**config.mk**
```make
export PLATFORM = sky130hd
export DESIGN_NAME = seq_player
export DESIGN_NICKNAME = d
export VERILOG_FILES = /design/src/rtl/seq_pkg.sv /design/src/rtl/seq_player_tick_gen.sv /design/src/rtl/seq_player.sv
export SDC_FILE = /design/constraint.sdc
export NUM_CORES = 1
export LEC_CHECK = 0
export BUFFER_PORTS_ARGS = -buffer_cell sky130_fd_sc_hd__buf_2
export CAP_MARGIN = 20
export CORE_MARGIN = 10
export CORE_UTILIZATION = 45
export DETAILED_ROUTE_END_ITERATION = 10
export GPL_TIMING_DRIVEN = 1
export HOLD_SLACK_MARGIN = 0.12
export PLACE_DENSITY_LB_ADDON = 0.15
export SLEW_MARGIN = 20
export SYNTH_ARGS = -nofsm -noshare
export SYNTH_HDL_FRONTEND = slang
export SYNTH_SLANG_ARGS = --single-unit
```
**constraint.sdc**
```tcl
create_clock -name clock_50 -period 3 [get_ports clock_50]
set_input_delay 0.3 -clock clock_50 [delete_from_list [all_inputs] [get_ports clock_50]]
set_output_delay 0.3 -clock clock_50 [all_outputs]
set_load 0.01 [all_outputs]
```
**src/rtl/seq_pkg.sv**
```systemverilog
// seq_pkg: player FSM state encodings and the speed-to-display-duration table.
package seq_pkg;

    typedef enum logic [2:0] {IDLE, FETCH, LATCH, SHOW, GAP, DONE} state_t;

    function automatic logic [3:0] show_ticks(input logic [1:0] speed);
        return speed == 2'b00 ? 4'd8 : speed == 2'b01 ? 4'd6 : speed == 2'b10 ? 4'd4 : 4'd2;
    endfunction

endpackage

```
**src/rtl/seq_player_tick_gen.sv**
```systemverilog
// tick_gen: prescaler pulsing tick every TICK_DIV cycles; clear restarts the count.
module tick_gen #(
    parameter int TICK_DIV = 5000000
) (
    input  logic clock_50,
    input  logic reset,
    input  logic clear,
    output logic tick
);

    localparam int W = TICK_DIV > 1 ? $clog2(TICK_DIV) : 1;

    logic [W-1:0] cnt_q, cnt_d;

    assign tick = cnt_q == W'(TICK_DIV - 1);

    always_comb cnt_d = (clear || tick) ? '0 : cnt_q + 1'b1;

    always_ff @(posedge clock_50) cnt_q <= reset ? '0 : cnt_d;

endmodule

```
**src/rtl/seq_player.sv**
```systemverilog
// seq_player: plays round+1 pattern-ROM elements on the LEDs, each shown then blanked
// for a speed-dependent number of display ticks, then reports completion.
module seq_player
    import seq_pkg::*;
#(
    parameter int TICK_DIV = 5000000,
    parameter int SEQ_W    = 4
) (
    input  logic             clock_50,
    input  logic             reset,
    input  logic             start,
    input  logic [3:0]       round,
    input  logic [1:0]       speed,
    output logic [3:0]       rom_addr,
    input  logic [SEQ_W-1:0] rom_data,
    output logic [SEQ_W-1:0] led_out,
    output logic             busy,
    output logic             end_fpga
);

    state_t           state_q, state_d;
    logic [3:0]       idx_q, idx_d, round_q, round_d, tcnt_q, tcnt_d;
    logic [1:0]       speed_q, speed_d;
    logic [SEQ_W-1:0] led_q, led_d;
    logic [3:0]       show_t, gap_t;
    logic             tick, clear;

    tick_gen #(.TICK_DIV(TICK_DIV)) u_tick (
        .clock_50(clock_50),
        .reset   (reset),
        .clear   (clear),
        .tick    (tick)
    );

    assign show_t   = show_ticks(speed_q);
    assign gap_t    = show_t >> 1;
    assign rom_addr = idx_q;
    assign led_out  = state_q == SHOW ? led_q : '0;
    assign busy     = state_q != IDLE && state_q != DONE;
    assign end_fpga = state_q == DONE;

    always_comb begin
        state_d = state_q;
        idx_d   = idx_q;
        round_d = round_q;
        speed_d = speed_q;
        led_d   = led_q;
        tcnt_d  = tick ? tcnt_q + 1'b1 : tcnt_q;
        case (state_q)
            IDLE: if (start) begin
                state_d = FETCH;
                idx_d   = '0;
                round_d = round;
                speed_d = speed;
            end
            FETCH: state_d = LATCH;
            LATCH: begin
                state_d = SHOW;
                led_d   = rom_data;
            end
            SHOW: if (tick && tcnt_q == show_t - 4'd1) state_d = GAP;
            GAP: if (tick && tcnt_q == gap_t - 4'd1) begin
                state_d = idx_q == round_q ? DONE : FETCH;
                idx_d   = idx_q == round_q ? idx_q : idx_q + 1'b1;
            end
            DONE: if (!start) state_d = IDLE;
            default: state_d = IDLE;
        endcase
        if (!start && busy) state_d = IDLE;
        // Any state change restarts both the prescaler and the tick count.
        clear = state_d != state_q;
        if (clear) tcnt_d = '0;
    end

    always_ff @(posedge clock_50) begin
        if (reset) begin
            state_q <= IDLE;
            idx_q   <= '0;
            round_q <= '0;
            speed_q <= '0;
            tcnt_q  <= '0;
            led_q   <= '0;
        end else begin
            state_q <= state_d;
            idx_q   <= idx_d;
            round_q <= round_d;
            speed_q <= speed_d;
            tcnt_q  <= tcnt_d;
            led_q   <= led_d;
        end
    end

endmodule

```
Word-level counts from Yosys, hierarchy flattened

Index checks and enable logic that the tools add are counted.

Bits in registers: 44
Logic and storage cells: 57
Input port bits: 13
Output and inout bits: 10

Multiplexer cells: 15
Reductions and logical operators: 14
Add/subtract/negate cells: 5
Equal/unequal tests: 16

Operator list:

| cell                                                 | count |
|---|---|
| two-way mux 3 bit                                    | 8 |
| adder 23 x 1 -> 23 bit (second input constant)       | 1 |
| equality test 23 bit (second input constant)         | 1 |
| two-way mux 4 bit                                    | 5 |
| one-hot mux 3 bit (6 select lines)                   | 1 |
| equality test 4 bit                                  | 3 |
| adder 4 x 1 -> 4 bit (second input constant)         | 2 |
| one-hot mux 4 bit (2 select lines)                   | 1 |
| equality test 3 x 2 -> 1 bit (second input constant) | 2 |
| equality test 3 bit (second input constant)          | 2 |
| != test 2 bit (second input constant)                | 3 |
| logical AND 1 bit                                    | 4 |
| AND reduction 4 bit                                  | 1 |
| OR reduction 2 bit                                   | 2 |
| subtractor 3 x 1 -> 4 bit (second input constant)    | 1 |
| subtractor 4 x 1 -> 4 bit (second input constant)    | 1 |
| equality test 3 x 1 -> 1 bit (second input constant) | 1 |
| zero test 3 bit                                      | 1 |
| != test 3 bit                                        | 1 |
| != test 3 bit (second input constant)                | 1 |
| nonzero test 3 bit                                   | 1 |
| equality test 2 x 1 -> 1 bit (second input constant) | 1 |
| equality test 2 bit (second input constant)          | 1 |
| zero test 2 bit                                      | 1 |
| other kinds (4)                                      | 4 |

Logic depth before layout (Yosys ltp)

Depth after elaboration: 13
Gate-level depth with buffers: 8

By module

A second synthesis with hierarchy kept.

Cell total of the unflattened synthesis: 261
Area, all modules: 2215.9 sq um

By module, submodules not included:

| module     | area an instance (sq um) | cells each | seq. area each (sq um) | instances |
|---|---|---|---|---|
| seq_player | 1123.6                   | 132        | 420.4                  | 1 |
| tick_gen   | 1092.3                   | 129        | 460.4                  | 1 |

Least setup slack after synthesis

No wires, ideal clock.

Path type: register to register
Start point: register u_tick.cnt_q[0]
End point: register tcnt_q[3]
Data required time: 2885 ps
Slack: 820 ps
Stages on the path, launching flop included: 9
Period minus slack after synthesis: 2180 ps
Arrival time: 2066 ps
Cells stage by stage: dfxtp_1 ha_1 nand4_2 or4_4 o311ai_2 a21oi_1 o21ai_2 buf_6 nor2_1

Cells in the longest elaborated chain, start to end: 7
Elaborated cells on any way between the ends: 9

Ends and longest elaborated chain:

| what                                        | line                               | source |
|---|---|---|
| start, declared                             | seq_player_tick_gen.sv:13          | `logic [W-1:0] cnt_q, cnt_d;` |
| start signal, assigned                      | seq_player_tick_gen.sv:19          | `always_ff @(posedge clock_50) cnt_q <= reset ? '0 : cnt_d;` |
| equality test 23 bit *                      | seq_player_tick_gen.sv:15          | `assign tick = cnt_q == W'(TICK_DIV - 1);` |
| logical AND 1 bit, on equally long branches | seq_player.sv:62, seq_player.sv:61 |  |
| two-way mux 3 bit, on equally long branches | seq_player.sv:62, seq_player.sv:61 |  |
| one-hot mux 3 bit (6 select lines)          | seq_player.sv:49                   | `case (state_q)` |
| two-way mux 3 bit                           | seq_player.sv:69                   | `if (!start && busy) state_d = IDLE;` |
| != test 3 bit                               | seq_player.sv:71                   | `clear = state_d != state_q;` |
| OR reduction 2 bit (no source line)         | -                                  |  |
| end signal, assigned                        | seq_player.sv:88                   | `tcnt_q <= tcnt_d;` |
| end, declared                               | seq_player.sv:22                   | `logic [3:0] idx_q, idx_d, round_q, round_d, tcnt_q, tcnt_d;` |

Mark *: on every way between the ends. The rest lies on a longest branch, timed or not.
A chain may end at the register's enable or synchronous reset.

Worst setup path after layout

Start point: register u_tick.cnt_q[0]
End point: register u_tick.cnt_q[2]

Cells in the longest elaborated chain, start to end: 8
Elaborated cells on any way between the ends: 11

Ends and longest elaborated chain:

| what                                        | line                               | source |
|---|---|---|
| equality test 23 bit                        | seq_player_tick_gen.sv:15          |  |
| logical AND 1 bit, on equally long branches | seq_player.sv:62, seq_player.sv:61 |  |
| two-way mux 3 bit, on equally long branches | seq_player.sv:62, seq_player.sv:61 |  |
| one-hot mux 3 bit (6 select lines)          | seq_player.sv:49                   |  |
| two-way mux 3 bit                           | seq_player.sv:69                   |  |
| != test 3 bit                               | seq_player.sv:71                   |  |
| logical OR 1 bit                            | seq_player_tick_gen.sv:17          | `always_comb cnt_d = (clear \|\| tick) ? '0 : cnt_q + 1'b1;` |
| OR reduction 2 bit (no source line)         | -                                  |  |

Several ways; a longest one is shown, not always the timed one.

==> reports/results.md <==
* 0.285 mV — peak supply drop
* input pin to flip-flop — Worst Hold Class
* 0 — Overflow after GRT
* sky130_fd_sc_hd__dfxtp_1 — area leader, netlist
* 80 ps — Clock Pin Slew Worst Setup and Hold Paths
* 0 — async set or reset register ratio after synthesis
* sky130_fd_sc_hd__or4_4 — Slowest cell on crit path
* flip-flop — nature of the critical path endpoint
* 590 ps — maximum cell stage delay along the critical path
* 5 — CTS Buf Count
* 3230 um — DP HPWL
* complete, no violations — outcome
* 8 — Register-to-Register Path Depth
* 23 — number of I/O pins
* 0 — antenna cell count
* done — TritonCTS clock tree
* 2680 ps — Critical Path AT
* 44 — number of clock sinks
* 0 — total of hold buffers inserted after clock tree synthesis
* 508 ps — setup slack after layout
* 1050 uW — Pwr Total
* sky130_fd_sc_hd__clkbuf_8 — clock root buffer
* 88.7 um — die width
* u_tick.cnt_q[2] — end of the worst register-to-register path
* 8.42 um2 — Post-Syn Area per Cell
* 5.20 — Vias per Instance
* u_tick.cnt_q[0] — launch instance of the worst register-to-register path
* 511 ps — pre-CTS setup slack
* 2120 um2 — cell area after technology mapping
* 0.000849 uW — leakage power figure
* 0 — detailed-route DRC error count
* 44 — count of state elements after synthesis
* 4 — First-pass DRT Iterations
* 2 — buffers from clock root to sink, at most
* 8 — WP depth
* 11.8% — synthesis-to-layout area growth
* u_tick.cnt_q[0] — Critical path origin
* 24 — number of placement rows
* 4.61 ps — Fin Clk Skew
* 293 — net count reported at finish
* 44 x sky130_fd_sc_hd__dfxtp_1, 44 x sky130_fd_sc_hd__nor2_1, 24 x sky130_fd_sc_hd__nand2_1 — cell types with the highest counts after synthesis
* 0 — yosys synthesis warning count
* 290 ps — clock insertion delay at the later pin of the skew report
* 0 — final hold violations
* flip-flop to flip-flop — CP Class
* 8 — highest net fanout along the worst path
* 758 ps — Worst Max-Slew Pin Slew
* 7820 um — first-pass GRT wire length
* 38 — distinct cell type count of the synthesized netlist
* 0.415 — register area share after synthesis
* 4470 um2 — placeable core area
* false — setup repair after global routing missed its margin
* 75 — DRC violation total after the first TritonRoute iteration
* 0 ps — setup tns final
* 18 — maximum number of pins on one net before global-route repair
* 1696 — number of global-route vias before repair
* 0 — post-CTS setup buffer count
* 4380 um — Routed WL
* 2490 ps — minimum period implied by the final worst setup slack
* 3190 ps — required arrival time at the worst endpoint
* 0 — number of nets with antenna violations after routing
* 22 — input/output buffers
* simple AND/OR/NAND/NOR gates — category of cells accounting for the largest share of critical-path delay
* 0 — initial antenna violation count
* 2 — H-tree depth reported by CTS
* 88.7 um — die boundary height
* 0.890 — gpl congestion
* 510 ps — setup slack, reg-to-reg
* 0.493 — Rel. slew slack
* 13.3 um — per-cell routed wire length
* 0 — number of cells upsized or downsized after cts
* 1715 — Via Count
* u_tick.cnt_q[2] — Critical Path Sink
* 0 — max_cap viols
* 411 — number of fill cells in the layout
* ha_1 -> nand4_2 -> or4_4 -> o311ai_2 -> a21oi_1 -> o21ai_2 -> buf_4 -> nor2_1 — Critical Path, Cell by Cell
* 0.474 — initial cell density of the core
* sky130_fd_sc_hd__dfxtp_1 42%, sky130_fd_sc_hd__nor2_1 7.8%, sky130_fd_sc_hd__xor2_1 7.4% — top post-synthesis cells by area
* 268 — syn_nets
* 0.126 — total routing usage reported by global routing
* 0 — Slew Viols, Final
* 0.401 GHz — highest achievable clock rate
* 0 — number of enable flip-flop cells after synthesis
* sky130_fd_sc_hd__dfxtp_1 — Main synth FF type
* 0.415 — Yosys top cell area share
* 7860 um2 — total die area
* 0 — setup violation total in the final timing report
* 1 — buffer and inverter count on the worst path
* 252 — instance count of the mapped netlist
* 0.129 — share of post-route cells with drive strength above 1
* 0.831 — final cycle utilization of the critical path
* flip-flop — type of origin of the critical path
* 443 nW/um2 — areal power density over the cells
-- cell families (layout without fill, tap and decap cells) --
| logic type | after synthesis | count (layout) | synth area share |
|---|---|---|---|
| buf+inv | 12 | 38 | 0.0265 |
| mux | 5 | 5 | 0.0236 |
| fa+ha+maj | 3 | 3 | 0.0177 |
| simple gates | 127 | 127 | 0.299 |
| compound gates | 28 | 28 | 0.0820 |
| flops | 44 | 44 | 0.415 |
| xor+xnor | 33 | 33 | 0.136 |
-- metal layers --
metal,share of wire,track usage
met1,0.53,0.167
met2,0.41,0.178
met3,0.046,0.0395
met4,0.012,0.0602
met5,0,0
-- cell usage in the layout (no fill, tap or decap), types with 3 or more instances in the layout --
cell type / n
sky130_fd_sc_hd__o21ai_0: 3
sky130_fd_sc_hd__buf_2: 22
sky130_fd_sc_hd__nand2b_1: 5
sky130_fd_sc_hd__xor2_1: 18
sky130_fd_sc_hd__nor4_1: 6
sky130_fd_sc_hd__inv_1: 5
sky130_fd_sc_hd__and2_1: 6
sky130_fd_sc_hd__xnor2_1: 15
sky130_fd_sc_hd__clkbuf_8: 6
sky130_fd_sc_hd__dfxtp_1: 44
sky130_fd_sc_hd__buf_4: 3
sky130_fd_sc_hd__nor2_1: 44
sky130_fd_sc_hd__nand4_1: 9
sky130_fd_sc_hd__nor3_1: 5
sky130_fd_sc_hd__mux2i_1: 5
sky130_fd_sc_hd__ha_1: 3
sky130_fd_sc_hd__a21oi_1: 15
sky130_fd_sc_hd__nand2_1: 24
sky130_fd_sc_hd__and4_1: 4
sky130_fd_sc_hd__nand3_1: 11
sky130_fd_sc_hd__or3_1: 3
-- power by group --
group | internal [uW] | switching (uW) | leakage [uW] | total (uW)
clock network | 188 | 196 | 0.0000455 | 384
logic | 28.0 | 37.8 | 0.000448 | 65.8
registers | 592 | 8.60 | 0.000356 | 601
total | 808 | 242 | 0.000849 | 1050
-- flip-flops by register name, indices dropped and copies added (netlist names) --
signal,flops
round_q,4
speed_q,2
state_q,3
rom_addr,4
tcnt_q,4
u_tick.cnt_q,23
led_q,4
-- per-stage QoR --
stage | utilization | area (um2) | std cells | hold slack (ps)
finish | 0.530 | 2370 | 330 | 237
global route | 0.530 | 2370 | 330 | 228
floorplan | - | 2120 | 252 | 413
global placement | 0.510 | 2280 | 322 | 423
CTS | 0.530 | 2370 | 330 | 225
detailed placement | 0.510 | 2280 | 322 | 450
-- cell type report --
cell class                      instances  area, um2  area share
Clock buffer                            8       90.1      0.0380
Inverter                                5       18.8     0.00791
Multi-Input combinational cell        196       1180       0.499
Sequential cell                        44        881       0.371
Tap cell                               52       65.1      0.0274
Timing Repair Buffer                   25        133      0.0559
-- how the worst min path moves through the flow --
| stage | cells past startpoint | to | startpoint |
|---|---|---|---|
| floorplan | 1 | u_tick.cnt_q[0] | u_tick.cnt_q[0] |
| finish | 3 | round_q[2] | round[2] |
| detailed placement | 1 | u_tick.cnt_q[0] | u_tick.cnt_q[0] |
| global placement | 1 | u_tick.cnt_q[0] | u_tick.cnt_q[0] |
| CTS | 3 | led_q[0] | rom_data[0] |
| global route | 3 | round_q[0] | round[0] |
-- worst reg2reg max path: stages, from the launching register on --
cell and delay, ps:
sky130_fd_sc_hd__dfxtp_1 360, sky130_fd_sc_hd__ha_1 240, sky130_fd_sc_hd__nand4_2 180, sky130_fd_sc_hd__or4_4 590
sky130_fd_sc_hd__o311ai_2 270, sky130_fd_sc_hd__a21oi_1 130, sky130_fd_sc_hd__o21ai_2 340, sky130_fd_sc_hd__buf_4 230
sky130_fd_sc_hd__nor2_1 50
(Power assumes the default switching activity.)
